File: src/rtl/seg_display_capture.sv
// Seven-segment scan monitor: samples multiplexed C/DD/AN lines, decodes each digit back to
// a hex nibble and publishes one four-digit frame per complete scan, with a stale-scan flag.
module seg_display_capture #(
  parameter int SETTLE    = 4,
  parameter int TIMEOUT_W = 20
) (
  input  logic        i_clk,
  input  logic        i_rst_n,
  input  logic [7:0]  i_c,
  input  logic        i_dd,
  input  logic [3:0]  i_an,
  output logic [15:0] o_value,
  output logic [3:0]  o_dp,
  output logic [3:0]  o_blank,
  output logic [3:0]  o_seg_err,
  output logic        o_valid,
  output logic        o_stale
);

  localparam int CW = $clog2(SETTLE + 1);
  localparam logic [CW-1:0] SETTLE_C = CW'(SETTLE);
  localparam logic [CW-1:0] CNT_ONE  = CW'(1);

  typedef enum logic [1:0] {
    ST_IDLE   = 2'd0,
    ST_SETTLE = 2'd1,
    ST_HOLD   = 2'd2
  } state_t;

  // C[7] carries no information for the decoder.
  logic w_unused_c7;
  assign w_unused_c7 = i_c[7];

  logic [6:0]           r_c;
  logic                 r_dd;
  logic [3:0]           r_an;
  logic [3:0]           r_cur_an;
  state_t               r_state;
  state_t               w_state_next;
  logic [CW-1:0]        r_cnt;
  logic [CW-1:0]        w_cnt_next;
  logic                 w_load_cur;
  logic                 w_sample;
  logic [3:0]           r_seen;
  logic [3:0]           w_seen_merged;
  logic                 w_frame;
  logic [TIMEOUT_W-1:0] r_stale_cnt;
  logic                 w_stale_max;
  logic                 r_stale;
  logic                 r_valid;
  logic [15:0]          r_value;
  logic [3:0]           r_dp;
  logic [3:0]           r_blank;
  logic [3:0]           r_seg_err;

  logic [3:0] w_an_act;
  logic       w_one_hot;
  logic       w_an_changed;
  logic [3:0] w_nib;
  logic       w_blank;
  logic       w_err;

  logic [3:0] r_slot_val   [4];
  logic       r_slot_dp    [4];
  logic       r_slot_blank [4];
  logic       r_slot_err   [4];

  logic [15:0] w_frame_val;
  logic [3:0]  w_frame_dp;
  logic [3:0]  w_frame_blank;
  logic [3:0]  w_frame_err;

  // Input register: every decision below looks only at these copies.
  always_ff @(posedge i_clk or negedge i_rst_n) begin
    if (!i_rst_n) begin
      r_c  <= 7'h7F;
      r_dd <= 1'b1;
      r_an <= 4'hF;
    end else begin
      r_c  <= i_c[6:0];
      r_dd <= i_dd;
      r_an <= i_an;
    end
  end

  assign w_an_act     = ~r_an;
  assign w_one_hot    = (w_an_act != 4'd0) && ((w_an_act & (w_an_act - 4'd1)) == 4'd0);
  assign w_an_changed = (r_an != r_cur_an);

  always_comb begin
    w_nib   = 4'd0;
    w_blank = 1'b0;
    w_err   = 1'b0;
    case (r_c)
      7'h40: w_nib = 4'h0;
      7'h79: w_nib = 4'h1;
      7'h24: w_nib = 4'h2;
      7'h30: w_nib = 4'h3;
      7'h19: w_nib = 4'h4;
      7'h12: w_nib = 4'h5;
      7'h02: w_nib = 4'h6;
      7'h78: w_nib = 4'h7;
      7'h00: w_nib = 4'h8;
      7'h10: w_nib = 4'h9;
      7'h08: w_nib = 4'hA;
      7'h03: w_nib = 4'hB;
      7'h46: w_nib = 4'hC;
      7'h21: w_nib = 4'hD;
      7'h06: w_nib = 4'hE;
      7'h0E: w_nib = 4'hF;
      7'h7F: w_blank = 1'b1;
      default: w_err = 1'b1;
    endcase
  end

  always_ff @(posedge i_clk or negedge i_rst_n) begin
    if (!i_rst_n) begin
      r_state  <= ST_IDLE;
      r_cnt    <= '0;
      r_cur_an <= 4'hF;
    end else begin
      r_state <= w_state_next;
      r_cnt   <= w_cnt_next;
      if (w_load_cur) begin
        r_cur_an <= r_an;
      end
    end
  end

  always_comb begin
    w_state_next = r_state;
    w_cnt_next   = r_cnt;
    w_load_cur   = 1'b0;
    w_sample     = 1'b0;
    case (r_state)
      ST_IDLE: begin
        if (w_one_hot) begin
          w_state_next = ST_SETTLE;
          w_cnt_next   = CNT_ONE;
          w_load_cur   = 1'b1;
        end
      end
      ST_SETTLE: begin
        // An anode change always restarts or abandons the dwell, even on the sample cycle.
        if (w_an_changed) begin
          w_state_next = w_one_hot ? ST_SETTLE : ST_IDLE;
          w_cnt_next   = CNT_ONE;
          w_load_cur   = 1'b1;
        end else if (r_cnt == SETTLE_C) begin
          w_sample     = 1'b1;
          w_state_next = ST_HOLD;
        end else begin
          w_cnt_next = r_cnt + CNT_ONE;
        end
      end
      ST_HOLD: begin
        if (w_an_changed) begin
          w_state_next = w_one_hot ? ST_SETTLE : ST_IDLE;
          w_cnt_next   = CNT_ONE;
          w_load_cur   = 1'b1;
        end
      end
      default: begin
        w_state_next = ST_IDLE;
        w_cnt_next   = '0;
      end
    endcase
  end

  // Per-digit capture slots; the frame view merges the digit being sampled this cycle so
  // the frame can be published in the same cycle as the fourth sample.
  generate
    for (genvar gi = 0; gi < 4; gi++) begin : g_slot
      always_ff @(posedge i_clk or negedge i_rst_n) begin
        if (!i_rst_n) begin
          r_slot_val[gi]   <= 4'd0;
          r_slot_dp[gi]    <= 1'b0;
          r_slot_blank[gi] <= 1'b0;
          r_slot_err[gi]   <= 1'b0;
        end else if (w_sample && w_an_act[gi]) begin
          r_slot_val[gi]   <= w_nib;
          r_slot_dp[gi]    <= ~r_dd;
          r_slot_blank[gi] <= w_blank;
          r_slot_err[gi]   <= w_err;
        end
      end

      assign w_frame_val[4*gi+3:4*gi] = w_an_act[gi] ? w_nib   : r_slot_val[gi];
      assign w_frame_dp[gi]           = w_an_act[gi] ? ~r_dd   : r_slot_dp[gi];
      assign w_frame_blank[gi]        = w_an_act[gi] ? w_blank : r_slot_blank[gi];
      assign w_frame_err[gi]          = w_an_act[gi] ? w_err   : r_slot_err[gi];
    end
  endgenerate

  assign w_seen_merged = r_seen | w_an_act;
  assign w_frame       = w_sample && (w_seen_merged == 4'b1111);
  assign w_stale_max   = &r_stale_cnt;

  always_ff @(posedge i_clk or negedge i_rst_n) begin
    if (!i_rst_n) begin
      r_seen      <= 4'd0;
      r_stale_cnt <= '0;
      r_stale     <= 1'b0;
    end else if (w_sample) begin
      r_seen      <= w_frame ? 4'd0 : w_seen_merged;
      r_stale_cnt <= '0;
      r_stale     <= 1'b0;
    end else if (w_stale_max) begin
      // A scan that stalls this long cannot be stitched to its earlier digits.
      r_seen  <= 4'd0;
      r_stale <= 1'b1;
    end else begin
      r_stale_cnt <= r_stale_cnt + 1'b1;
    end
  end

  always_ff @(posedge i_clk or negedge i_rst_n) begin
    if (!i_rst_n) begin
      r_valid   <= 1'b0;
      r_value   <= 16'd0;
      r_dp      <= 4'd0;
      r_blank   <= 4'd0;
      r_seg_err <= 4'd0;
    end else begin
      r_valid <= w_frame;
      if (w_frame) begin
        r_value   <= w_frame_val;
        r_dp      <= w_frame_dp;
        r_blank   <= w_frame_blank;
        r_seg_err <= w_frame_err;
      end
    end
  end

  assign o_value   = r_value;
  assign o_dp      = r_dp;
  assign o_blank   = r_blank;
  assign o_seg_err = r_seg_err;
  assign o_valid   = r_valid;
  assign o_stale   = r_stale;

endmodule

File: config.mk
export PLATFORM = sky130hd
export DESIGN_NAME = seg_display_capture
export DESIGN_NICKNAME = d
export VERILOG_FILES = /design/src/rtl/seg_display_capture.sv
export SDC_FILE = /design/constraint.sdc
export NUM_CORES = 1
export LEC_CHECK = 0
export ABC_CLOCK_PERIOD_IN_PS = 4500
export CORE_MARGIN = 2
export CORE_UTILIZATION = 62
export CTS_CLUSTER_DIAMETER = 120
export DETAILED_ROUTE_END_ITERATION = 16
export PLACE_DENSITY = 0.89
export SLEW_MARGIN = 20
export SYNTH_ARGS = -nofsm -noshare
export SYNTH_HDL_FRONTEND = slang
export SYNTH_SLANG_ARGS = --single-unit
File: constraint.sdc
create_clock -name i_clk -period 4.5 [get_ports i_clk]
set_clock_uncertainty 0.1 [all_clocks]
set_input_delay 0.9 -clock i_clk [delete_from_list [all_inputs] [get_ports i_clk]]
set_output_delay 0.9 -clock i_clk [all_outputs]
set_load 0.02 [all_outputs]
After elaboration in Yosys (flattened, before gate mapping)
Index checks and enable logic that the tools add are counted.
{"block": "word_totals", "register_bits": 103, "latch_bits": 0, "ram_bits": 0, "mem_bits_ro": 0, "in_bits": 15, "wordCells": 122, "mem_count": 0}
{"block": "op_classes", "n_addsub": 3, "mul": 0, "div": 0, "n_lt_le_gt_ge": 0, "eq_ne": 26, "shift": 0, "n_mux": 43, "n_bitwise": 4, "reduce_logical": 16}
{"operator": "4-bit case mux with 15 select lines", "count": 1}
{"operator": "20-bit 2-to-1 mux", "count": 2}
{"operator": "7-bit == test, second input constant", "count": 5}
{"operator": "4-bit 2-to-1 mux", "count": 7}
{"operator": "1-bit 2-to-1 mux", "count": 22}
{"operator": "7-bit by 5-bit == test with 1-bit output, second input constant", "count": 3}
{"operator": "7-bit by 6-bit == test with 1-bit output, second input constant", "count": 3}
{"operator": "20-bit by 1-bit adder with 20-bit output, second input constant", "count": 1}
{"operator": "20-bit AND reduction", "count": 1}
{"operator": "17-bit OR reduction", "count": 1}
{"operator": "7-bit by 2-bit == test with 1-bit output, second input constant", "count": 2}
{"operator": "7-bit by 4-bit == test with 1-bit output, second input constant", "count": 2}
{"operator": "3-bit 2-to-1 mux", "count": 4}
{"operator": "3-bit case mux with 3 select lines", "count": 1}
{"operator": "2-bit 2-to-1 mux", "count": 4}
{"operator": "7-bit by 3-bit == test with 1-bit output, second input constant", "count": 1}
{"operator": "7-bit zero test", "count": 1}
{"operator": "1-bit logical AND", "count": 6}
{"operator": "2-bit != test, second input constant", "count": 3}
{"operator": "3-bit != test, second input constant", "count": 2}
{"operator": "2-bit case mux with 3 select lines", "count": 1}
{"operator": "3-bit AND reduction", "count": 2}
{"operator": "4-bit AND", "count": 1}
{"operator": "4-bit == test, second input constant", "count": 1}
{"operator": "other kinds (15)", "count": 15}

Longest topological paths before layout
Gate-level depths: netlist of the first run.
{"block": "logic_depth", "ltp_word": 8, "depth_mapped": 9, "mapped_depth_nobuf": 7}

Worst setup path after synthesis of the first run
OpenSTA, ideal clock, no wires.
{"block": "synth_path", "path_kind": "register to register", "start": "register r_an[3]", "end": "register r_slot_blank[2] in the netlist's numbering", "arrival_time_ps": 2026, "t_required_ps": 4275, "path_slack_ps": 2249, "path_stages_with_launch": 7, "n_path_buf": 2, "period_less_slack_ps": 2251, "path_cell_list": "dfstp_2 > buf_2 > xnor2_1 > nand4_1 > buf_2 > nor3_2 > mux2_2"}
{"block": "synth_via", "elab_chain_len": 4}
{"element": "start, declared", "line_no": "36", "text": "logic [3:0] r_an;"}
{"element": "start signal, assigned", "line_no": "82", "text": "r_an <= i_an;"}
{"element": "4-bit != test", "line_no": "88", "text": "assign w_an_changed = (r_an != r_cur_an);"}
{"element": "1-bit 2-to-1 mux", "line_no": "145", "text": "if (w_an_changed) begin"}
{"element": "1-bit 2-to-1 mux", "line_no": "135", "text": "case (r_state)"}
{"element": "1-bit logical AND", "line_no": "180", "text": "end else if (w_sample && w_an_act[gi]) begin"}
{"element": "end signal, assigned by index", "line_no": "183", "text": "r_slot_blank[gi] <= w_blank;"}
{"element": "end, declared", "line_no": "65", "text": "logic r_slot_blank [4];"}
No other way between the ends.
A chain may end at the register's enable or synchronous reset.

Worst setup path in the final report of the first run
{"block": "layout_path", "start": "register r_an[1]", "end": "register r_value[12] (netlist: o_value[12])"}
{"block": "layout_via", "elab_chain_len": 4, "word_cells_on_any_way": 7}
{"element": "4-bit != test / 4-bit inverter (equally long branches)", "line_no": "88, 86"}
{"element": "1-bit 2-to-1 mux / 4-bit bitwise OR (equally long branches)", "line_no": "145, 195"}
{"element": "1-bit 2-to-1 mux / 4-bit == test (equally long branches)", "line_no": "135, 196"}
{"element": "1-bit logical AND (*)", "line_no": "196", "text": "assign w_frame = w_sample && (w_seen_merged == 4'b1111);"}
{"element": "end signal, assigned", "line_no": "227", "text": "r_value <= w_frame_val;"}
{"element": "end, declared", "line_no": "51", "text": "logic [15:0] r_value;"}
Every way passes the cells marked *; elsewhere a longest branch is shown, timed or not.

==> results of run 1 <==
-- worst min-delay path by stage --
stage	depth (start not counted)	end	from	slack [ns]
finish	1	r_stale_cnt[12]	i_rst_n	0.39
global route	1	r_stale_cnt[12]	i_rst_n	0.42
CTS	1	r_stale_cnt[12]	i_rst_n	0.40
floorplan	1	r_stale_cnt[10]	r_stale_cnt[10]	0.34
global placement	1	r_stale_cnt[10]	r_stale_cnt[10]	0.36
detailed placement	2	o_blank[3]	o_blank[3]	0.38
-- flip-flops by register name, summed over array words and instances (netlist names) --
name,cells
o_blank,4
o_dp,4
o_seg_err,4
o_stale,1
o_valid,1
o_value,16
r_an,4
r_c,7
r_cnt,3
r_cur_an,4
r_dd,1
r_seen,4
r_slot_blank,4
r_slot_dp,4
r_slot_err,4
r_slot_val,16
r_stale_cnt,20
r_state,2
-- cells by family (layout without fill, tap and decap cells) --
kind of cell / count (synthesis) / count (layout)
AOI/OAI and AO/OA: 110 / 110
xor gates and xnor gates: 16 / 16
adders and majority gates: 7 / 7
buffers and inverters: 41 / 75
DFF: 103 / 103
muxes: 35 / 35
and+or+nand+nor: 170 / 170
-- Yosys cell counts (all sizes together), types with 12 or more instances --
| master | n | area [um^2] |
|---|---|---|
| buf | 13 | 77.6 |
| nor2 | 42 | 158 |
| mux2 | 17 | 191 |
| o21ai | 35 | 175 |
| nor3 | 12 | 80.1 |
| mux2i | 18 | 180 |
| nand2 | 50 | 188 |
| a21oi | 27 | 135 |
| dfrtp | 87 | 2180 |
| inv | 13 | 48.8 |
| dfstp | 16 | 420 |
| clkbuf | 15 | 56.3 |
| nand3 | 16 | 80.1 |
-- metrics by stage --
stage | power (mW) | utilization | hold WS, ns | cell area [um^2]
finish | 1.96 | 0.723 | 0.394 | 5620
global route | 2.05 | 0.723 | 0.417 | 5620
CTS | 1.97 | 0.723 | 0.397 | 5620
detailed placement | 1.39 | 0.698 | 0.376 | 5420
global placement | 1.36 | 0.698 | 0.363 | 5420
floorplan | 1.30 | - | 0.343 | 4980
-- power by group through the flow --
stage | Combinational (mW) | Sequential [mW] | Clock, mW
after floorplan | 0.238 | 1.06 | 0
after global placement | 0.273 | 1.09 | 0
after detailed placement | 0.293 | 1.09 | 0
after CTS | 0.295 | 1.08 | 0.598
after global routing | 0.333 | 1.09 | 0.626
final | 0.295 | 1.08 | 0.589
-- routing by layer --
metal / track usage / part of all wire
met3: 0.0588 / 0.057
met4: 0.0894 / 0.017
met1: 0.304 / 0.41
met5: 0 / 0
met2: 0.421 / 0.52
-- placed cells by master, fill, tap and decap left out, types with 5 or more instances in the layout --
cell type / count
nor4_1: 7
clkdlybuf4s50_1: 42
o31ai_1: 6
dfstp_2: 16
a21oi_1: 27
inv_1: 13
nor3_1: 8
mux2_2: 17
o21ai_0: 31
nor2_1: 42
mux2i_1: 18
xnor2_1: 8
dfrtp_1: 87
ha_1: 7
nand2_1: 50
or3_1: 6
a31oi_1: 7
clkbuf_8: 10
nand3_1: 16
xor2_1: 8
and3_1: 5
-- layout make-up --
cell class / count / area share
Timing Repair Buffer: 46 / 0.0802
Tap cell: 102 / 0.0227
Inverter: 13 / 0.00869
Multi-Input combinational cell: 338 / 0.391
Clock inverter: 4 / 0.00935
Sequential cell: 103 / 0.462
Clock buffer: 12 / 0.0258
==> results.json, run 1 <==
{
  "combPwrFrac": 0.150,
  "dr.pass1.iters": 5,
  "drv_cap": 0,
  "synth_ff_type": "dfrtp_1",
  "fmax_mhz": 314,
  "rsz0062_at_grt": "no",
  "slew-limit-headroom": 0.381,
  "crit_end": "o_value[12]",
  "grt_pass1_wl_mm": 17.1,
  "die_h_um": 93.6,
  "wl_per_cell_um": 16.5,
  "cp_max_fo": 57,
  "cts_hold_buffers": 0,
  "rr_startpoint": "r_an[1]",
  "diodes": 0,
  "post_cts_buffers": 0,
  "drive_gt1_frac": 0.136,
  "swShare": 0.280,
  "cpLargestDelayFamily": "simple AND/OR/NAND/NOR gates",
  "seq_power_share": 0.550,
  "p_leak_nw": 2.38,
  "layout_setup_ws_ns": 1.31,
  "p_per_area_mw_per_mm2": 349,
  "timing.final.crit_share": 0.708,
  "worstMarginPinSlew_ns": 0.924,
  "reg2reg_slack_ns": 1.31,
  "hold_viol": 0,
  "coreArea_mm2": 0.00777,
  "dp_hpwl_mm": 6.97,
  "synthSimpleGateAreaFrac": 0.176,
  "synthMuxAreaShare": 0.0747,
  "async_flop_share": 1.00,
  "num_io_pins": 45,
  "startpoint": "r_an[1]",
  "routed_wl_mm": 10.2,
  "cp_data_required_time_ns": 4.67,
  "cts_buffer_depth": 2,
  "synth-edff-count": 0,
  "rows": 32,
  "post-route-min-period_ns": 3.19,
  "netlist_instances": 482,
  "ant_nets": 0,
  "multiInputGateArea_mm2": 0.00220,
  "cp.buffers_inverters": 0,
  "yosysSeqAreaShare": 0.522,
  "clockRootBuffer": "clkbuf_8",
  "place_ws_ns": 1.38,
  "vias_per_cell": 6.17,
  "avgSynthCellArea_um2": 10.3,
  "path_class": "reg -> reg",
  "p_int_mw": 1.41,
  "synth_nets": 504,
  "gr-usage-all-layers": 0.246,
  "first_global_vias": 3735,
  "cts_tree": "yes",
  "clk_pin_slew_ns": 0.10,
  "seqCellArea_mm2": 0.00260,
  "vdd_drop_max_v": 0.000215,
  "synth_xor_area_frac": 0.0282,
  "rr_endpoint": "o_value[12]",
  "synth_fa_ha_area_frac": 0.0176,
  "initial_core_util": 0.641,
  "crit_cells": 5,
  "status": "finished, final reports clean",
  "grt_antenna_before_repair": 0,
  "num-fill-cells": 544,
  "finalSetupViolCount": 0,
  "syn-cell-area_mm2": 0.00498,
  "clock_power_share": 0.300,
  "dr_total_vias": 3815,
  "finalNetCount": 533,
  "reg2reg_depth": 5,
  "gp_congestion": 0.840,
  "ys_types": 60,
  "dp.cells": 602,
  "cp_slowest_cell": "or3_4",
  "dieArea_mm2": 0.00876,
  "switching_power_mw": 0.549,
  "hold_class": "in -> async",
  "drc_errors": 0,
  "stdcell_count": 618,
  "drv_slew": 0,
  "cts_made_buffers": 9,
  "initialDrtViolationCount": 229,
  "path_cells": "xnor2_1 > nand4_1 > or3_4 > or2_1 > o221ai_2",
  "synth_warnings": 0,
  "worst_setup_path_start_kind": "flop",
  "clk-insertion-delay-late_ns": 0.36,
  "end_kind": "flop",
  "cts.repair.resized": 0,
  "fin_setup_tns_ns": 0,
  "cts_sinks": 103,
  "die_w_um": 93.6,
  "gr-total-overflow": 0,
  "grt_max_degree": 58,
  "numPortBuffers": 43,
  "synth_top_family_by_area": "simple AND/OR/NAND/NOR gates",
  "syn_to_final_growth_pct": 12.9,
  "critPathMaxStageDelay_ns": 0.86,
  "synth-seq-cells": 103,
  "cts_max_level": 3,
  "worstPathArrival_ns": 3.36,
  "synth-compound-area-share": 0.145
}
(Power assumes the default switching activity.)
==> run 2, diff against run 1 <==
--- a/config.mk
+++ b/config.mk
@@ -5,12 +5,12 @@
 export SDC_FILE = /design/constraint.sdc
 export NUM_CORES = 1
 export LEC_CHECK = 0
-export ABC_CLOCK_PERIOD_IN_PS = 4500
+export ABC_CLOCK_PERIOD_IN_PS = 3050
 export CORE_MARGIN = 2
-export CORE_UTILIZATION = 62
+export CORE_UTILIZATION = 57
 export CTS_CLUSTER_DIAMETER = 120
 export DETAILED_ROUTE_END_ITERATION = 16
-export PLACE_DENSITY = 0.89
+export PLACE_DENSITY = 0.83
 export SLEW_MARGIN = 20
 export SYNTH_ARGS = -nofsm -noshare
 export SYNTH_HDL_FRONTEND = slang
==> constraint.sdc (replaced) <==
create_clock -name i_clk -period 3.05 [get_ports i_clk]
set_clock_uncertainty 0.1 [all_clocks]
set_input_delay 0.61 -clock i_clk [delete_from_list [all_inputs] [get_ports i_clk]]
set_output_delay 0.61 -clock i_clk [all_outputs]
set_load 0.02 [all_outputs]
==> results.json, run 2 (synthesized netlist as in run 1, its figures left out) <==
{
  "stdcell_area_mm2": 0.00567,
  "vdd_drop_max_v": 0.000281,
  "dr_total_vias": 3689,
  "finalSetupViolCount": 0,
  "drive_gt1_frac": 0.148,
  "wl_met2_mm": 5.19,
  "layout_setup_ws_ns": 0.506,
  "num_io_pins": 45,
  "status": "finished, final reports clean",
  "wl_per_cell_um": 15.8,
  "fmax_mhz": 393,
  "vias_per_cell": 5.86,
  "die_h_um": 97.4,
  "slew-limit-headroom": 0.469,
  "clk-insertion-delay-late_ns": 0.37,
  "dpl-instance-area_mm2": 0.00549,
  "cp.buffers_inverters": 1,
  "highest_layer": "met4",
  "rsz0062_at_grt": "no",
  "cts_max_level": 3,
  "cp_max_fo": 57,
  "path_class": "reg -> reg",
  "cp_slowest_cell": "or3_4",
  "drc_errors": 0,
  "stdcell_count": 630,
  "die_w_um": 97.4,
  "dp.cells": 614,
  "initial_core_util": 0.579,
  "worstPathArrival_ns": 2.73,
  "p_per_area_mw_per_mm2": 499,
  "dieArea_mm2": 0.00949,
  "startpoint": "r_cnt[0]",
  "grt_max_degree": 58,
  "grt_pass1_wl_mm": 17.4,
  "layout_common_cells": "dfrtp_1 (87), nand2_1 (50), nor2_1 (42), clkdlybuf4s50_1 (42), o21ai_0 (31)",
  "final_common_cell": "dfrtp_1",
  "hold_class": "in -> async",
  "top_register": "r_stale_cnt",
  "fin_setup_tns_ns": 0,
  "first_global_vias": 3701,
  "post_cts_buffers": 0,
  "num-fill-cells": 657,
  "cts_hold_buffers": 0,
  "cts_sinks": 103,
  "end_kind": "flop",
  "met1_length_mm": 4.28,
  "critPathMaxStageDelay_ns": 0.70,
  "coreArea_mm2": 0.00859,
  "initialDrtViolationCount": 146,
  "diodes": 0,
  "path_cells": "inv_1 > ha_1 > and2_1 > nand2_1 > or3_4 > or2_1 > o221ai_1",
  "cpLargestDelayFamily": "simple AND/OR/NAND/NOR gates",
  "rows": 34,
  "place_ws_ns": 0.550,
  "clk_pin_slew_ns": 0.11,
  "cts_tree": "yes",
  "timing.final.crit_share": 0.834,
  "drv_slew": 0,
  "syn_to_final_growth_pct": 13.9,
  "routed_wl_mm": 9.93,
  "dr.pass1.iters": 5,
  "clockRootBuffer": "clkbuf_8",
  "worst_setup_path_start_kind": "flop",
  "p_leak_nw": 2.41,
  "cts_buffer_depth": 2,
  "dp_hpwl_mm": 6.93,
  "rr_startpoint": "r_cnt[0]",
  "cp_data_required_time_ns": 3.24,
  "finalNetCount": 539,
  "cts_made_buffers": 9,
  "numPortBuffers": 43,
  "worstMarginPinSlew_ns": 0.790,
  "drv_cap": 0,
  "cts.repair.resized": 0,
  "gr-usage-all-layers": 0.223,
  "largest_register_ffs": 20,
  "hold_viol": 0,
  "gp_congestion": 0.886,
  "post-route-min-period_ns": 2.54,
  "grt_antenna_before_repair": 0,
  "met3WireLength_um": 316,
  "ant_nets": 0,
  "gr-total-overflow": 0
}
[run 2: cell count changes in the layout (fill, tap and decap cells not counted), sizes merged]
cell / change
clkbuf: -2
buf: +6
inv: +1
bufinv: -1
clkinv: +2
[run 2: worst paths after layout]
path / to / slack, ns / cells past startpoint
setup / recovery: o_value[13] / 0.51 / 7
hold / removal: r_stale_cnt[17] / 0.12 / 1
setup reg to reg: o_value[13] / 0.51 / 7
hold reg to reg: o_dp[2] / 0.39 / 2
max in group asynchronous: r_c[5] / 2.00 / 2
min in group i_clk: o_dp[2] / 0.39 / 2
[run 2: layer usage]
| metal | track usage | vias to the layer above |
|---|---|---|
| met1 | 0.281 | 1799 |
| met2 | 0.384 | 80 |
| met3 | 0.0475 | 14 |
| met5 | 0 | - |
| li1 | - | 1796 |
| met4 | 0.0759 | 0 |
[run 2: area by class of cell]
type	instances	area (um^2)	area share
Multi-Input combinational cell	338	2200	0.388
Clock inverter	6	53.8	0.00949
Clock buffer	10	128	0.0225
Tap cell	108	135	0.0238
Sequential cell	103	2600	0.458
Timing Repair Buffer	52	508	0.0896
Inverter	13	48.8	0.00861
[run 2: through the flow]
stage / hold WS [ns] / total power, mW / utilization
floorplan: 0.214 / 1.91 / -
global placement: 0.365 / 2.02 / 0.638
detailed placement: 0.373 / 2.05 / 0.638
CTS: 0.124 / 2.85 / 0.659
global route: 0.146 / 2.98 / 0.659
finish: 0.115 / 2.83 / 0.659
[run 2: power breakdown]
part           leakage, nW  switching, mW  internal, mW
clock               0.0947          0.484         0.313
sequential            1.37          0.104          1.48
combinational        0.946          0.244         0.198
